<file path="src/rtl/pent_video_pkg.sv">
// pent_video_pkg: Pentagon video timing defaults, counter widths and sync FSM encoding
// Shared by the sync decoder and the timing generator.
package pent_video_pkg;
   localparam int H_TOTAL_DEF = 896;
   localparam int V_TOTAL_DEF = 320;
   localparam int HCNT_W      = 10;
   localparam int VCNT_W      = 9;
   typedef enum logic [1:0] {SEARCH, ACQUIRE, LOCKED, HOLD} sync_state_t;
endpackage

</file>
<file path="src/rtl/pent_sync2ff.sv">
// pent_sync2ff: 1-bit two-flop synchronizer
// Ports: clk (destination clock), rst (async active-high), d (async input), q (synchronized output)
module pent_sync2ff (
   input  logic clk,
   input  logic rst,
   input  logic d,
   output logic q
);
   logic m;
   always_ff @(posedge clk or posedge rst)
      if (rst) {q, m} <= 2'b00;
      else {q, m} <= {m, d};
endmodule

</file>
<file path="src/rtl/pent_sync_dec.sv">
// pent_sync_dec: Pentagon ssi/ksi sync decoder with line/frame counters and lock tracking
// Ports:
//   clk14m               14 MHz pixel clock
//   rst                  asynchronous active-high reset
//   ssi, ksi, bl         raw line sync, frame sync, blanking (asynchronous to clk14m)
//   hcnt, vcnt           clocks since line_start, lines since frame_start
//   line_start           one-clock pulse per accepted ssi rising edge
//   frame_start          one-clock pulse per accepted ksi rising edge
//   active               synchronized ~bl, aligned with hcnt
//   locked               high while the lock FSM is in LOCKED
//   h_err, v_err         line / frame length violation pulses
module pent_sync_dec
   import pent_video_pkg::*;
#(
   parameter int H_TOTAL     = H_TOTAL_DEF,
   parameter int V_TOTAL     = V_TOTAL_DEF,
   parameter int H_TOL       = 2,
   parameter int LOCK_FRAMES = 2
) (
   input  logic              clk14m,
   input  logic              rst,
   input  logic              ssi,
   input  logic              ksi,
   input  logic              bl,
   output logic [HCNT_W-1:0] hcnt,
   output logic [VCNT_W-1:0] vcnt,
   output logic              line_start,
   output logic              frame_start,
   output logic              active,
   output logic              locked,
   output logic              h_err,
   output logic              v_err
);
   localparam int HW1 = HCNT_W + 1;
   localparam int VW1 = VCNT_W + 1;
   localparam int GW  = $clog2(LOCK_FRAMES + 1);
   localparam logic [HCNT_W:0] H_MIN = HW1'(H_TOTAL - H_TOL);
   localparam logic [HCNT_W:0] H_MAX = HW1'(H_TOTAL + H_TOL);
   localparam logic [VCNT_W:0] V_LEN = VW1'(V_TOTAL);
   logic ssi_s, ksi_s, bl_s, ssi_d, ksi_d;
   logic lrise, frise, herr_c, verr_c, good_c, hmax_c, bad_c;
   logic h_seen, v_seen, fbad, pend;
   logic [HCNT_W-1:0] hn;
   logic [VCNT_W-1:0] vn;
   logic [HCNT_W:0]   hlen;
   logic [VCNT_W:0]   vlen;
   logic [GW-1:0]     gcnt, gcnt_n;
   sync_state_t       state, state_n;

   pent_sync2ff u_ssi (.clk(clk14m), .rst(rst), .d(ssi), .q(ssi_s));
   pent_sync2ff u_ksi (.clk(clk14m), .rst(rst), .d(ksi), .q(ksi_s));
   pent_sync2ff u_bl  (.clk(clk14m), .rst(rst), .d(bl),  .q(bl_s));

   assign lrise  = ssi_s & ~ssi_d;
   assign frise  = ksi_s & ~ksi_d;
   // lengths use the pre-clear count, so a period of N clocks measures N
   assign hlen   = HW1'(hcnt) + HW1'(1);
   assign vlen   = VW1'(vcnt) + VW1'(1);
   assign hn     = lrise ? '0 : hcnt + HCNT_W'(~&hcnt);
   assign vn     = frise ? '0 : vcnt + VCNT_W'(lrise & ~&vcnt);
   assign hmax_c = &hn;
   assign herr_c = lrise & h_seen & ((hlen < H_MIN) | (hlen > H_MAX));
   assign verr_c = frise & v_seen & (vlen != V_LEN);
   assign bad_c  = herr_c | verr_c;
   assign good_c = frise & ~fbad & ~bad_c;
   assign gcnt_n = (state == SEARCH) ? '0 : (state == ACQUIRE && good_c) ? gcnt + GW'(1) : gcnt;
   assign locked = state == LOCKED;

   // HOLD: pend marks that the frame which caused the drop has not ended yet;
   // only frames after it are judged good (relock) or bad (give up)
   always_comb begin
      state_n = state;
      case (state)
         SEARCH:  state_n = frise ? ACQUIRE : SEARCH;
         ACQUIRE: state_n = bad_c ? SEARCH : (good_c && gcnt == GW'(LOCK_FRAMES - 1)) ? LOCKED : ACQUIRE;
         LOCKED:  state_n = hmax_c ? SEARCH : bad_c ? HOLD : LOCKED;
         HOLD:    state_n = hmax_c ? SEARCH : pend ? HOLD : (bad_c | (frise & fbad)) ? SEARCH : good_c ? LOCKED : HOLD;
         default: state_n = SEARCH;
      endcase
   end

   always_ff @(posedge clk14m or posedge rst)
      if (rst) begin
         ssi_d       <= 1'b0;
         ksi_d       <= 1'b0;
         hcnt        <= '0;
         vcnt        <= '0;
         line_start  <= 1'b0;
         frame_start <= 1'b0;
         active      <= 1'b0;
         h_err       <= 1'b0;
         v_err       <= 1'b0;
         state       <= SEARCH;
         gcnt        <= '0;
         h_seen      <= 1'b0;
         v_seen      <= 1'b0;
         fbad        <= 1'b0;
         pend        <= 1'b0;
      end else begin
         ssi_d       <= ssi_s;
         ksi_d       <= ksi_s;
         hcnt        <= hn;
         vcnt        <= vn;
         line_start  <= lrise;
         frame_start <= frise;
         active      <= ~bl_s;
         h_err       <= herr_c;
         v_err       <= verr_c;
         state       <= state_n;
         gcnt        <= gcnt_n;
         // re-entering SEARCH forgets the line reference so the next line is not judged
         h_seen      <= (state_n == SEARCH && state != SEARCH) ? 1'b0 : h_seen | lrise;
         v_seen      <= v_seen | frise;
         fbad        <= ~frise & (fbad | herr_c);
         pend        <= (state == LOCKED && state_n == HOLD) ? ~frise : pend & ~frise;
      end
endmodule

</file>
<file path="config.mk">
export PLATFORM = sky130hd
export DESIGN_NAME = pent_sync_dec
export DESIGN_NICKNAME = d
export VERILOG_FILES = /design/src/rtl/pent_video_pkg.sv /design/src/rtl/pent_sync2ff.sv /design/src/rtl/pent_sync_dec.sv
export SDC_FILE = /design/constraint.sdc
export NUM_CORES = 1
export LEC_CHECK = 0
export CAP_MARGIN = 20
export CORE_ASPECT_RATIO = 0.75
export CORE_UTILIZATION = 25
export CTS_CLUSTER_DIAMETER = 80
export DETAILED_ROUTE_END_ITERATION = 8
export PLACE_DENSITY_LB_ADDON = 0.2
export SLEW_MARGIN = 20
export SYNTH_ARGS = -nofsm -noshare
export SYNTH_HDL_FRONTEND = slang
export SYNTH_SLANG_ARGS = --single-unit
</file>
<file path="constraint.sdc">
create_clock -name clk14m -period 5.9 [get_ports clk14m]
set_clock_uncertainty 0.05 [all_clocks]
set_input_delay 1.18 -clock clk14m [delete_from_list [all_inputs] [get_ports clk14m]]
set_output_delay 1.18 -clock clk14m [all_outputs]
set_load 0.03 [all_outputs]
</file>
==> results of run 1 <==
## report_power, final
part	switching [mW]	internal [mW]	leakage [nW]
sequential	0.0527	0.306	0.515
combinational	0.116	0.0886	0.461
clock	0.104	0.0838	0.0404
total	0.273	0.479	1.02
## logic make-up after synthesis
family / Yosys count / share of synthesized area [%]
compound gates: 23 / 7.840
flops: 40 / 50.99
buf+inv: 17 / 3.952
xor+xnor: 18 / 8.031
simple gates: 89 / 23.71
mux: 2 / 1.020
fa+ha+maj: 7 / 4.461
## area by class of cell
cell class	count	area (µm²)	area share (%)
timing repair buffer	31	305.3	12.47
clock buffer	5	68.82	2.812
multi-input combinational	139	884.6	36.15
tap	101	126.4	5.164
inverter	10	37.54	1.534
clock inverter	3	23.77	0.9714
sequential	40	1001	40.90
## cell usage after synthesis, types with 2 or more instances
cell / instances
dfrtp_1: 40
nor2_1: 31
nand2_1: 12
inv_1: 10
xor2_1: 10
nand3_1: 9
xnor2_1: 8
ha_1: 7
nand4_1: 7
nor2b_1: 6
a21oi_1: 4
nand2b_1: 4
a31oi_1: 3
and2_1: 3
clkbuf_1: 3
nor3_1: 3
o211ai_1: 3
a211oi_1: 2
and3_1: 2
buf_2: 2
mux2i_1: 2
nor3b_1: 2
o21ai_0: 2
o22ai_1: 2
or2_2: 2
## per-stage QoR
step	worst slack [ns]	hold slack (ns)	utilization [%]	instances	cell area, µm²
after floorplan	2.877	0.2812	-	196	1963
after global placement	2.801	0.2881	31.54	321	2355
after detailed placement	2.738	0.2862	31.54	321	2355
after CTS	2.696	0.3070	32.78	329	2447
after global routing	2.398	0.3135	32.78	329	2447
final	2.738	0.3023	32.78	329	2447
## per-layer routing
layer	vias up	global-route usage (%)	part of all wire [%]
met5	-	0	0
met4	0	4.286	1.1
met3	5	3.612	5.2
met2	31	15.89	41
met1	704	15.77	53
li1	731	-	-
## registers in the layout (all words and copies together) (netlist names), 2 cells and up
name / flops
state: 2
vcnt: 9
hcnt: 10
gcnt: 2
## how the worst max path moves through the flow
stage | startpoint | cells past startpoint | end
2_1_floorplan | hcnt[3]$_DFF_PP0_ | 12 | state[0]$_DFF_PP0_
3_3_place_gp | hcnt[3]$_DFF_PP0_ | 11 | state[0]$_DFF_PP0_
3_5_place_dp | hcnt[3]$_DFF_PP0_ | 11 | state[0]$_DFF_PP0_
4_1_cts | hcnt[3]$_DFF_PP0_ | 11 | state[0]$_DFF_PP0_
5_1_grt | hcnt[2]$_DFF_PP0_ | 11 | h_seen$_DFF_PP0_
6_report | hcnt[2]$_DFF_PP0_ | 11 | state[0]$_DFF_PP0_
==> out/metrics.cfg, run 1 <==
[setup_path]
r2r_cells=11
path_buf_inv=0
crit_path_end_kind=flip-flop
critical_path_class=flip-flop to flip-flop
cp_cell_sequence=nand3_1 -> nor2_1 -> nand4_1 -> ha_1 -> ha_1 -> xnor2_1 -> or3b_1 -> nor4b_2 -> nor2b_1 -> a31oi_1 -> o211ai_1
startpoint_type=flip-flop
r2r_start=hcnt[2]$_DFF_PP0_
worstPathMaxFanout=12
reg2reg_to=state[0]$_DFF_PP0_
arrival_ns=3.29
path_delay_family=simple AND/OR/NAND/NOR gates
cp.required_ns=6.02
slowest_delay_ns=0.57
slowest_stage=dfrtp_1
worst_path_most_repeated_cell=ha_1
regToRegSetupSlack_ns=2.74

[timing]
worstMarginPinSlew_ns=0.5169
setup_viol_count_final=0
hold_violations=0
fmax_ghz=0.3162
tns_ns=0
period_needed_ns=3.162
slew_viol_final=0
slew_headroom_pct=65.54
finalCritPeriodShare_pct=53.60
rsz0062_at_grt=false

[grt]
overflow=0
grtUsageTotal_pct=11.23
grt_max_degree=41
grt_pass1_wl_um=7286
first_global_vias=1470
antenna_found_initial=0

[yosys]
synth_seq_cells=40
synth-edff-count=0
synth_top_cells_by_area=dfrtp_1 51%, nor2_1 5.9%, ha_1 4.5%, xor2_1 4.5%, xnor2_1 3.6%
yosysTopAreaCell=dfrtp_1
synth_top_flop_cell=dfrtp_1
synthDominantCellAreaShare_pct=50.99
syn-num-nets=208
synth_warnings=0
avgSynthCellArea_um2=10.02
syn_area_um2=1963
yosysSeqAreaShare_pct=50.99
synth_cells=196
synthArstFlopShare_pct=100.0
yosysUniqueCellTypes=42

[worst_hold_path]
holdCritStartpoint=u_ssi.m$_DFF_PP0_
holdPathEnd=u_ssi.q$_DFF_PP0_
hold_path_class=flip-flop to flip-flop
whs_path_depth=0

[die]
pin_count=30
core_um2=7466
die_w_um=104.3
start_util_pct=26.29
dieArea_um2=8215
num_rows=27
die_h_um=78.74

[run]
drv_cap=0

[cts]
cts_made_buffers=5
clock_latency_ns=0.30
cts_setup_buffers=0
cts_tree=done
cts.htree.levels=2
cts_buffer_depth=2
cts.sinks=40
hold_buffers=0
cts_resized=0
root_buffer=clkbuf_8
path_clk_slew_ns=0.09

[route]
via_count=1471
drtPass1Iterations=4
drc=0
wl_per_cell_um=12.43
drtIter0Drc=57
drt_wl_total_um=4088
viasPerCell=4.471
ant_nets=0

[pwr]
fin_total_pwr_uw=752.0
power.leakage_nw=1.016
ir_drop_uv=107.2
p_per_area_nw_per_um2=307.3

[place]
place.port_buffers=29
dpl.hpwl_um=2876
gp_routability_congestion=0.8070

[final_layout]
layout_common_cells=40 x dfrtp_1, 31 x nor2_1, 29 x clkdlybuf4s50_1, 12 x nand2_1
final_common_cell=dfrtp_1
areaGrowthSynthToFinish_pct=24.67
antennaDiodeCount=0
n_fill_cell=775
drive_above_1_share_pct=7.456
finalNetCount=239

[outcome]
status=complete, no violations

Note: power is estimated with default switching activity, not from simulation.
==> run 2, diff against run 1 <==
Clock period 5.9 ns to 2.7 ns, I/O delays scaled along.
==> run 2 against run 1 <==
- non-clock buffer count grew 14
- final cell count grew 4.3%
- cell area grew 8.6%
- critical endpoint is now h_seen$_DFF_PP0_
- die area is the same
- critical path type unchanged
==> out/metrics.cfg, run 2 (synthesis results as in run 1) <==
[setup_path]
startpoint_type=flip-flop
crit_path_end_kind=flip-flop
cp_cell_sequence=nand3_4 -> nor2_4 -> nand4_1 -> ha_4 -> ha_4 -> nand4_1 -> or3b_4 -> nor4b_4 -> o22ai_1 -> o21bai_1 -> a31oi_1
r2r_cells=11
slowest_stage=dfrtp_2
cp.required_ns=2.82
slowest_delay_ns=0.41
arrival_ns=2.76
critical_path_class=flip-flop to flip-flop
worstPathMaxFanout=4

[route]
drt_wl_total_um=4298
ant_nets=0
viasPerCell=4.405
wl_per_cell_um=12.53
drtPass1Iterations=4
via_count=1511
drc=0
drtIter0Drc=70

[timing]
slew_viol_final=0
worstMarginPinSlew_ns=0.5099
hold_slack_ns=0.3028
slew_headroom_pct=66.01
finalCritPeriodShare_pct=97.81
setup_viol_count_final=0
fmax_ghz=0.3787
period_needed_ns=2.641
rsz0062_at_grt=true
hold_violations=0
fin_ws_ns=0.05913

[worst_hold_path]
whs_path_depth=0
hold_path_class=flip-flop to flip-flop

[final_layout]
final_common_cell=dfrtp_1
n_fill_cell=738
layout_common_cells=33 x dfrtp_1, 30 x nor2_1, 29 x clkdlybuf4s50_1, 16 x buf_4, 12 x nand2_1
largest_reg_flops=10
areaGrowthSynthToFinish_pct=35.44
regArea_um2=1010
top_register=hcnt
antennaDiodeCount=0
multiInputGateArea_um2=953.4
drive_above_1_share_pct=18.60
reg.largest.list=hcnt: 10 flops, vcnt: 9 flops
finalNetCount=253

[die]
die_h_um=78.74
die_w_um=104.3
num_rows=27
start_util_pct=26.29
core_um2=7466
dieArea_um2=8215
pin_count=30

[cts]
root_buffer=clkbuf_8
path_clk_slew_ns=0.08
clock_latency_ns=0.29
hold_buffers=0
cts.sinks=40
cts_buffer_depth=2
cts.htree.levels=2
cts_tree=done
cts_made_buffers=5

[grt]
overflow=0
grtUsageTotal_pct=11.65
grt_max_degree=41
grt_pass1_wl_um=7548
antenna_found_initial=0
first_global_vias=1459

[place]
place.port_buffers=29
dpl.hpwl_um=3072
pre_cts_slack_ns=0.06409
gp_routability_congestion=0.7503

[outcome]
status=complete, no violations

[pwr]
ir_drop_uv=311.2
power.leakage_nw=1.120
p_per_area_nw_per_um2=688.3

[run]
drv_cap=0

[run 2: worst paths after layout]
check                                  start                 to  slack, ns
max reg2reg                hcnt[4]$_DFF_PP0_   h_seen$_DFF_PP0_       0.06
max                        hcnt[4]$_DFF_PP0_   h_seen$_DFF_PP0_       0.06
min                        u_ksi.m$_DFF_PP0_  u_ksi.q$_DFF_PP0_       0.30
min in group asynchronous                rst  u_ksi.m$_DFF_PP0_       0.61
max in group asynchronous                rst  hcnt[4]$_DFF_PP0_       1.60
min reg2reg                u_ksi.m$_DFF_PP0_  u_ksi.q$_DFF_PP0_       0.30
[run 2: power by group]
group	switching [mW]	total, mW	internal, mW
Combinational	0.323	0.562	0.239
Clock	0.218	0.521	0.302
Sequential	0.0745	0.748	0.673
Total	0.616	1.83	1.21
[run 2: layout make-up]
type	instances	area share, %
well taps	101	4.753
inverters	10	1.412
clock buffers	6	3.106
flip-flops and latches	40	37.98
multi-input cells	139	35.86
clock inverters	2	1.459
repair buffers	45	15.44
[run 2: per-stage QoR]
step / TNS [ns] / area, µm² / util [%] / cells / power, mW
after floorplan: -0.004103 / 2027 / - / 196 / 1.124
after global placement: 0 / 2499 / 33.47 / 333 / 1.320
after detailed placement: 0 / 2499 / 33.47 / 333 / 1.313
after CTS: 0 / 2620 / 35.09 / 341 / 1.842
after global routing: -0.1811 / 2659 / 35.61 / 343 / 1.948
final: 0 / 2659 / 35.61 / 343 / 1.830
[run 2: repair_timing]
| action | in CTS | in global routing |
|---|---|---|
| endpoints found under the setup margin | 0 | 4 |
| setup buffers | 0 | 2 |
| gates resized for setup | 0 | 4 |
[run 2: layer usage]
metal	vias to the layer above	track usage, %	share of wire, %
met2	46	14.64	40
met5	-	0	0
met3	4	3.859	5.5
met4	0	3.429	0.93
li1	758	-	-
met1	703	18.14	53
[run 2: worst max-delay path, delay by kind of cell (launching register included)]
family,cells,cell delay [ns]
adders and majority gates,2,0.47
and+or+nand+nor,6,1.19
DFF,1,0.41
AOI/OAI and AO/OA,3,0.41
==> run 3, diff against run 2 <==
Settings changed: TNS_END_PERCENT set to 30.
Clock period 2.7 ns to 2.95 ns, I/O delays scaled along.
==> run 3 against run 2 <==
- fmax decreased by 1.4%
- register-to-register slack better by 0.21 ns
- core utilization is 1.2 points lower
- via count up 0.40%
- sequential cell count unchanged
- combinational power shrank 13%
- global-route usage decreased by 0.57 points
- clock power decreased by 14%
- first-iteration DRC count is 8.6% lower
==> out/metrics.cfg, run 3 (synthesis results as in run 1) <==
[cts]
cts_buffer_depth=2
cts_made_buffers=5
hold_buffers=0
clock_latency_ns=0.29
cts.sinks=40
cts_tree=done
root_buffer=clkbuf_8
path_clk_slew_ns=0.08
cts.htree.levels=2

[timing]
period_needed_ns=2.677
worstMarginPinSlew_ns=0.5168
setup_viol_count_final=0
fin_ws_ns=0.2727
finalCritPeriodShare_pct=90.76
hold_slack_ns=0.3022
fmax_ghz=0.3735
slew_viol_final=0
rsz0062_at_grt=false
slew_headroom_pct=65.55
tns_ns=0
hold_violations=0

[place]
gp_routability_congestion=0.7721
dpl.hpwl_um=3024
place.port_buffers=29
pre_cts_slack_ns=0.05085

[die]
core_um2=7466
dieArea_um2=8215
start_util_pct=26.29
die_h_um=78.74
num_rows=27
die_w_um=104.3
pin_count=30

[setup_path]
cp.required_ns=3.06
path_buf_inv=0
arrival_ns=2.79
startpoint_type=flip-flop
path_delay_family=simple AND/OR/NAND/NOR gates
slowest_delay_ns=0.42
slowest_stage=or3b_1
worstPathMaxFanout=4
crit_path_end_kind=flip-flop
critical_path_class=flip-flop to flip-flop
cp_cell_sequence=nand3_2 -> nor2_1 -> nand4_1 -> ha_1 -> ha_1 -> xnor2_1 -> or3b_1 -> nor4b_4 -> nor2b_1 -> a31oi_1 -> o211ai_1
worst_path_most_repeated_cell=ha_1

[final_layout]
largest_reg_flops=10
drive_above_1_share_pct=13.33
layout_common_cells=37 x dfrtp_1, 31 x nor2_1, 29 x clkdlybuf4s50_1, 14 x buf_4, 12 x nand2_1
finalNetCount=251
antennaDiodeCount=0
regArea_um2=1005
reg.largest.list=hcnt: 10 flops, vcnt: 9 flops
areaGrowthSynthToFinish_pct=30.85
n_fill_cell=765
final_common_cell=dfrtp_1
multiInputGateArea_um2=893.4
top_register=hcnt

[outcome]
status=complete, no violations

[route]
viasPerCell=4.449
drc=0
wl_per_cell_um=12.32
via_count=1517
drtIter0Drc=64
drt_wl_total_um=4201
ant_nets=0
drtPass1Iterations=4

[pwr]
ir_drop_uv=271.2
power.leakage_nw=1.108
p_per_area_nw_per_um2=627.0

[grt]
grt_max_degree=41
overflow=0
antenna_found_initial=0
first_global_vias=1452
grt_pass1_wl_um=7141
grtUsageTotal_pct=11.08

[worst_hold_path]
hold_path_class=flip-flop to flip-flop

[run]
drv_cap=0

run 3: worst paths after layout:
path,from,to,slack (ns),cells after the start
worst max-delay path,hcnt[4]$_DFF_PP0_,state[0]$_DFF_PP0_,0.27,11
worst min register to register,u_ksi.m$_DFF_PP0_,u_ksi.q$_DFF_PP0_,0.30,0
worst max register to register,hcnt[4]$_DFF_PP0_,state[0]$_DFF_PP0_,0.27,11
max in group asynchronous,rst,hcnt[3]$_DFF_PP0_,1.80,3
worst min-delay path,u_ksi.m$_DFF_PP0_,u_ksi.q$_DFF_PP0_,0.30,0
min in group asynchronous,rst,active$_DFF_PP0_,0.67,3
run 3: final cells by class:
class,instances,share of cell area (%)
Tap cell,101,4.920
Inverter,10,1.461
Sequential cell,40,39.11
Clock inverter,3,1.656
Multi-Input combinational cell,139,34.78
Timing Repair Buffer,43,15.39
Clock buffer,5,2.679
run 3: what timing repair did:
action	4_1_cts	5_1_grt
setup endpoints to repair	0	4
gates resized for setup	0	2
endpoints found under the hold margin	0	0
buffers inserted	0	3
run 3: through the flow:
stage	power, mW	cell area, µm²	instances	util (%)
2_1_floorplan	1.004	1966	196	-
4_1_cts	1.631	2536	338	33.97
3_3_place_gp	1.179	2425	330	32.48
3_5_place_dp	1.174	2425	330	32.48
5_1_grt	1.713	2569	341	34.41
6_report	1.611	2569	341	34.41
run 3: layer usage:
layer  vias to the layer above  track usage, %  share of wire (%)
met5                         -               0                  0
met4                         0           3.286                1.5
met3                         6           3.695                4.8
met2                        36           16.16                 42
met1                       719           15.44                 52
li1                        756               -                  -
run 3: report_power, final:
part	switching, mW	internal (mW)	leakage [nW]
clock	0.197	0.250	0.0541
sequential	0.0605	0.614	0.510
combinational	0.284	0.205	0.544
total	0.541	1.07	1.11
